**config.mk**
```make
export PLATFORM = sky130hd
export DESIGN_NAME = sn74_nibble_demux
export DESIGN_NICKNAME = d
export VERILOG_FILES = /design/src/rtl/sn74_nibble_demux.sv
export SDC_FILE = /design/constraint.sdc
export NUM_CORES = 1
export LEC_CHECK = 0
export CAP_MARGIN = 20
export CORE_UTILIZATION = 46
export CTS_CLUSTER_DIAMETER = 60
export CTS_CLUSTER_SIZE = 16
export DETAILED_ROUTE_END_ITERATION = 8
export GPL_ROUTABILITY_DRIVEN = 1
export GPL_TIMING_DRIVEN = 0
export HOLD_SLACK_MARGIN = 0.12
export PLACE_DENSITY = 0.78
export SETUP_SLACK_MARGIN = 0.5
export SLEW_MARGIN = 25
export SYNTH_ARGS = -nofsm -noshare
export SYNTH_HDL_FRONTEND = slang
export SYNTH_SLANG_ARGS = --single-unit
```
**constraint.sdc**
```tcl
create_clock -name clk -period 1.9 [get_ports clk]
set_input_delay 0.38 -clock clk [delete_from_list [all_inputs] [get_ports clk]]
set_output_delay 0.38 -clock clk [all_outputs]
set_load 0.02 [all_outputs]
```
**src/rtl/sn74_nibble_demux.sv**
```systemverilog
// sn74_nibble_demux
//   Receive side of a time-multiplexed nibble bus (74xx257 style). The source
//   sends nibble A (sel=1) then nibble B (sel=0) on one shared bus, qualified
//   by an active-low output enable. Each A/B pair is reassembled into {B, A}
//   and presented on a one-deep valid/ready output register. Out-of-order
//   beats and words dropped against a full output are flagged and counted.
//
// Ports
//   clk, rst_n        rising-edge clock, async active-low reset
//   bus[WIDTH]        multiplexed nibble bus, sampled only when oe_n=0
//   sel               1 = nibble A (low half), 0 = nibble B (high half)
//   oe_n              0 = beat this cycle, 1 = bus floating / ignored
//   clr               sync clear of seq_err, overrun, err_cnt (wins over set)
//   dout[2*WIDTH]     assembled word {B, A}
//   dout_valid        dout holds an unconsumed word
//   dout_ready        consumer handshake
//   busy              A captured, waiting for B
//   seq_err, overrun  sticky error flags
//   err_cnt[ERRW]     saturating count of sequence errors plus overruns
module sn74_nibble_demux #(
  parameter int WIDTH = 4,
  parameter int ERRW  = 8
) (
  input  logic               clk,
  input  logic               rst_n,
  input  logic [WIDTH-1:0]   bus,
  input  logic               sel,
  input  logic               oe_n,
  input  logic               clr,
  output logic [2*WIDTH-1:0] dout,
  output logic               dout_valid,
  input  logic               dout_ready,
  output logic               busy,
  output logic               seq_err,
  output logic               overrun,
  output logic [ERRW-1:0]    err_cnt
);

  typedef enum logic {IDLE = 1'b0, GOT_A = 1'b1} state_e;

  state_e             state_q, state_d;
  logic [WIDTH-1:0]   a_q, a_d;
  logic [2*WIDTH-1:0] dout_q, dout_d;
  logic               dout_valid_q, dout_valid_d;
  logic               seq_err_q, seq_err_d;
  logic               overrun_q, overrun_d;
  logic [ERRW-1:0]    err_cnt_q, err_cnt_d;

  logic beat, complete, seq_hit, ovr_hit, consume;

  // Sequencer: bus is only looked at on a beat, so X/Z while floating
  // never reaches state.
  always_comb begin
    state_d  = state_q;
    a_d      = a_q;
    complete = 1'b0;
    seq_hit  = 1'b0;
    beat     = ~oe_n;
    if (beat) begin
      unique case (state_q)
        IDLE: begin
          if (sel) begin
            a_d     = bus;
            state_d = GOT_A;
          end else begin
            seq_hit = 1'b1;            // B without A: nibble discarded
          end
        end
        GOT_A: begin
          if (sel) begin
            seq_hit = 1'b1;            // repeated A: newest A wins
            a_d     = bus;
          end else begin
            complete = 1'b1;
            state_d  = IDLE;
          end
        end
        default: state_d = IDLE;
      endcase
    end
  end

  // One-deep output register. A same-cycle consume frees the slot, so a
  // completion can load straight over the word being taken.
  always_comb begin
    dout_d       = dout_q;
    dout_valid_d = dout_valid_q;
    ovr_hit      = 1'b0;
    consume      = dout_valid_q & dout_ready;
    if (complete && (!dout_valid_q || consume)) begin
      dout_d       = {bus, a_q};
      dout_valid_d = 1'b1;
    end else if (complete) begin
      ovr_hit = 1'b1;                  // keep old word, drop the new one
    end else if (consume) begin
      dout_valid_d = 1'b0;
    end
  end

  // Error bookkeeping. seq_hit and ovr_hit are mutually exclusive (an error
  // beat never completes a word), so at most one increment per cycle.
  always_comb begin
    seq_err_d = seq_err_q | seq_hit;
    overrun_d = overrun_q | ovr_hit;
    err_cnt_d = err_cnt_q;
    if ((seq_hit || ovr_hit) && (err_cnt_q != {ERRW{1'b1}}))
      err_cnt_d = err_cnt_q + ERRW'(1);
    if (clr) begin
      seq_err_d = 1'b0;
      overrun_d = 1'b0;
      err_cnt_d = '0;
    end
  end

  always_ff @(posedge clk or negedge rst_n) begin
    if (!rst_n) begin
      state_q      <= IDLE;
      a_q          <= '0;
      dout_q       <= '0;
      dout_valid_q <= 1'b0;
      seq_err_q    <= 1'b0;
      overrun_q    <= 1'b0;
      err_cnt_q    <= '0;
    end else begin
      state_q      <= state_d;
      a_q          <= a_d;
      dout_q       <= dout_d;
      dout_valid_q <= dout_valid_d;
      seq_err_q    <= seq_err_d;
      overrun_q    <= overrun_d;
      err_cnt_q    <= err_cnt_d;
    end
  end

  assign dout       = dout_q;
  assign dout_valid = dout_valid_q;
  assign busy       = (state_q == GOT_A);
  assign seq_err    = seq_err_q;
  assign overrun    = overrun_q;
  assign err_cnt    = err_cnt_q;

endmodule

```
==> impl_metrics.toml <==
[sta]
finalCritPeriodShare_pct = 87.7
hold_slack_ns = 0.461
setup_violations = 0
tightestPinTransition_ns = 0.524
finClkSkew_ns = 0.0125
slew_viol_final = 0
hold_violations = 0
period_needed_ns = 1.67
rsz0062_at_grt = "true"
max_slew_margin_pct = 65.1
setup_ws_ns = 0.235
clock.fmax_ghz = 0.600

[critical_path]
cp_max_fo = 6
cp.arrival_ns = 1.90
crit_required_ns = 2.14
endpoint_kind = "flop"
critPathKind = "flop to flop"
setup.worst_path.start_class = "flop"

[synthesis]
synthTopCellsByArea = "dfrtp_1, mux2_2, a21oi_1"
syn_area_um2 = 1040
yosys.area.top_type_share_pct = 58.0
synthMostInstantiatedCell = "dfrtp_1"
ys.flop_type = "dfrtp_1"
avgSynthCellArea_um2 = 12.3
synth_edf_count = 0
ys_top_cells_by_count = "dfrtp_1, mux2_2, nor2_1"
synthCells = 84
ys_async_sr_fraction_pct = 100
ys_ff_latch = 24
yosysWarnings = 0
ys_types = 23
synth_seq_area_share_pct = 58.0
yosysTopAreaCell = "dfrtp_1"
syn-num-nets = 96

[placement]
place.port_buffers = 28
dpl_cell_area_um2 = 1370
gp_congestion = 0.758
dp_hpwl_um = 1520
pre_cts_ws_ns = -0.216

[power_and_ir_drop]
power_density_nw_per_um2 = 893
vdd_drop_max_mv = 0.700
p_leak_nw = 0.729

[layout]
final_area_um2 = 1530
fin_util_pct = 74.8
drive_gt1_share_pct = 47.3
n_antenna_cell = 0
area_delta_synth_final_pct = 47.3
fillers = 144
final_nets = 144

[die]
io_pins = 30
core_area_um2 = 2040
die_w_um = 49.5
num_rows = 16
die_area_um2 = 2450
initial_core_util_pct = 50.7
die_h_um = 49.5

[global_routing]
grt_pass1_vias = 856
grt_max_degree = 25
grt_usage_pct = 19.1
gr-total-overflow = 0
antenna_found_initial = 0
grt_pass1_wl_um = 3540

[routing]
routed_via_density = 5.31
wl_per_cell_um = 14.6
vias = 839
drt-total-wl_um = 2310
ant_nets = 0
drc = 0
drt_pass1_iterations = 4
initialDrtViolationCount = 14

[clocking]
worstSkewPairLatency_ns = 0.31
cts_root_buf = "clkbuf_4"
path_clk_slew_ns = 0.13
cts_sinks = 24
cts_max_level = 1
cts_buffer_depth = 2
cts_made_buffers = 3
cts_tree = "done"

[status]
outcome = "complete, no violations"

[job]
drv_cap = 0

[min_path]
hp-class = "input port to flop"
## per-stage QoR
stage / TNS [ns] / power, W / cells
floorplan: 0 / 0.000814 / 84
global placement: -1.07 / 0.000983 / 139
detailed placement: -1.39 / 0.00100 / 139
CTS: 0 / 0.00135 / 153
global route: 0 / 0.00143 / 158
finish: 0 / 0.00136 / 158
## where the power goes
part           switching [W]  internal [W]  total (W)
sequential         0.0000425      0.000585   0.000628
clock               0.000145      0.000213   0.000359
combinational       0.000182      0.000195   0.000377
total               0.000370      0.000993    0.00136
## placed cells by master (no fill, tap or decap), types with 2 or more instances in the layout
cell,instances
dfrtp_1,23
o31ai_1,3
buf_4,9
a21oi_1,5
clkdlybuf4s15_2,3
o21ai_0,3
clkdlybuf4s50_1,5
dlygate4sd2_1,2
nand2_1,2
buf_2,7
nand3_1,3
mux2_2,6
or3_1,3
nor2_1,7
buf_6,9
clkbuf_2,8
inv_1,2
mux2_4,6
clkbuf_4,3
or4_1,2
## sequential cells by signal, indices dropped and copies added (netlist names)
| register | flops |
|---|---|
| a_q | 4 |
| busy | 1 |
| dout | 8 |
| dout_valid | 1 |
| err_cnt | 8 |
| overrun | 1 |
| seq_err | 1 |
## critical path, cell delays in order (launching register included)
cell	delay (ns)
dfrtp_2	0.45
ha_4	0.26
and2b_4	0.16
o22ai_4	0.10
or4_4	0.49
a21oi_2	0.13
## final cells by class
type / count / area (um2) / share of cell area, %
sequential: 24 / 602 / 39.4
multi-input combinational: 55 / 468 / 30.7
timing repair buffer: 43 / 344 / 22.5
tap: 27 / 33.8 / 2.21
clock inverter: 1 / 30.0 / 1.97
clock buffer: 3 / 22.5 / 1.48
buffer: 2 / 15.0 / 0.984
inverter: 3 / 11.3 / 0.738
## worst paths after layout
| check | start | end | slack, ns | cells after the start |
|---|---|---|---|---|
| max reg2reg | busy | err_cnt[7] | 0.23 | 5 |
| max | busy | err_cnt[7] | 0.23 | 5 |
| min | clr | err_cnt[0] | 0.46 | 2 |
| max in group asynchronous | rst_n | busy | 0.96 | 2 |
| min reg2reg | a_q[3] | dout[3] | 0.52 | 1 |
| min in group asynchronous | rst_n | err_cnt[2] | 0.57 | 2 |
## logic make-up (layout without fill, tap and decap cells)
kind of cell | count (synthesis) | count (layout) | share of synthesized area [%]
AO/OA/AOI/OAI | 15 | 15 | 8.94
XOR/XNOR | 1 | 1 | 0.846
adder cells (fa/ha/maj) | 2 | 2 | 2.42
buffers and inverters | 5 | 52 | 2.54
flip-flops | 24 | 24 | 58.0
multiplexers | 13 | 13 | 14.0
AND/OR/NAND/NOR | 24 | 24 | 13.3
## repair_timing
item / in CTS / in global routing
hold buffers: 1 / 0
cloned: 1 / 0
pin swaps: 5 / 4
endpoints found under the setup margin: 40 / 30
hold endpoints to repair: 24 / 0
resized for setup: 67 / 28
buffers inserted: 8 / 5
## routing by layer
metal	part of all wire [%]	wire [um]	track usage (%)	vias to the layer above
li1	-	-	-	396
met1	41	945	21.8	413
met2	53	1220	34.9	28
met3	5.5	127	3.70	2
met4	0.95	22	7.62	0
met5	0	0	0	-
No activity file was read; power rests on OpenSTA's default activity.
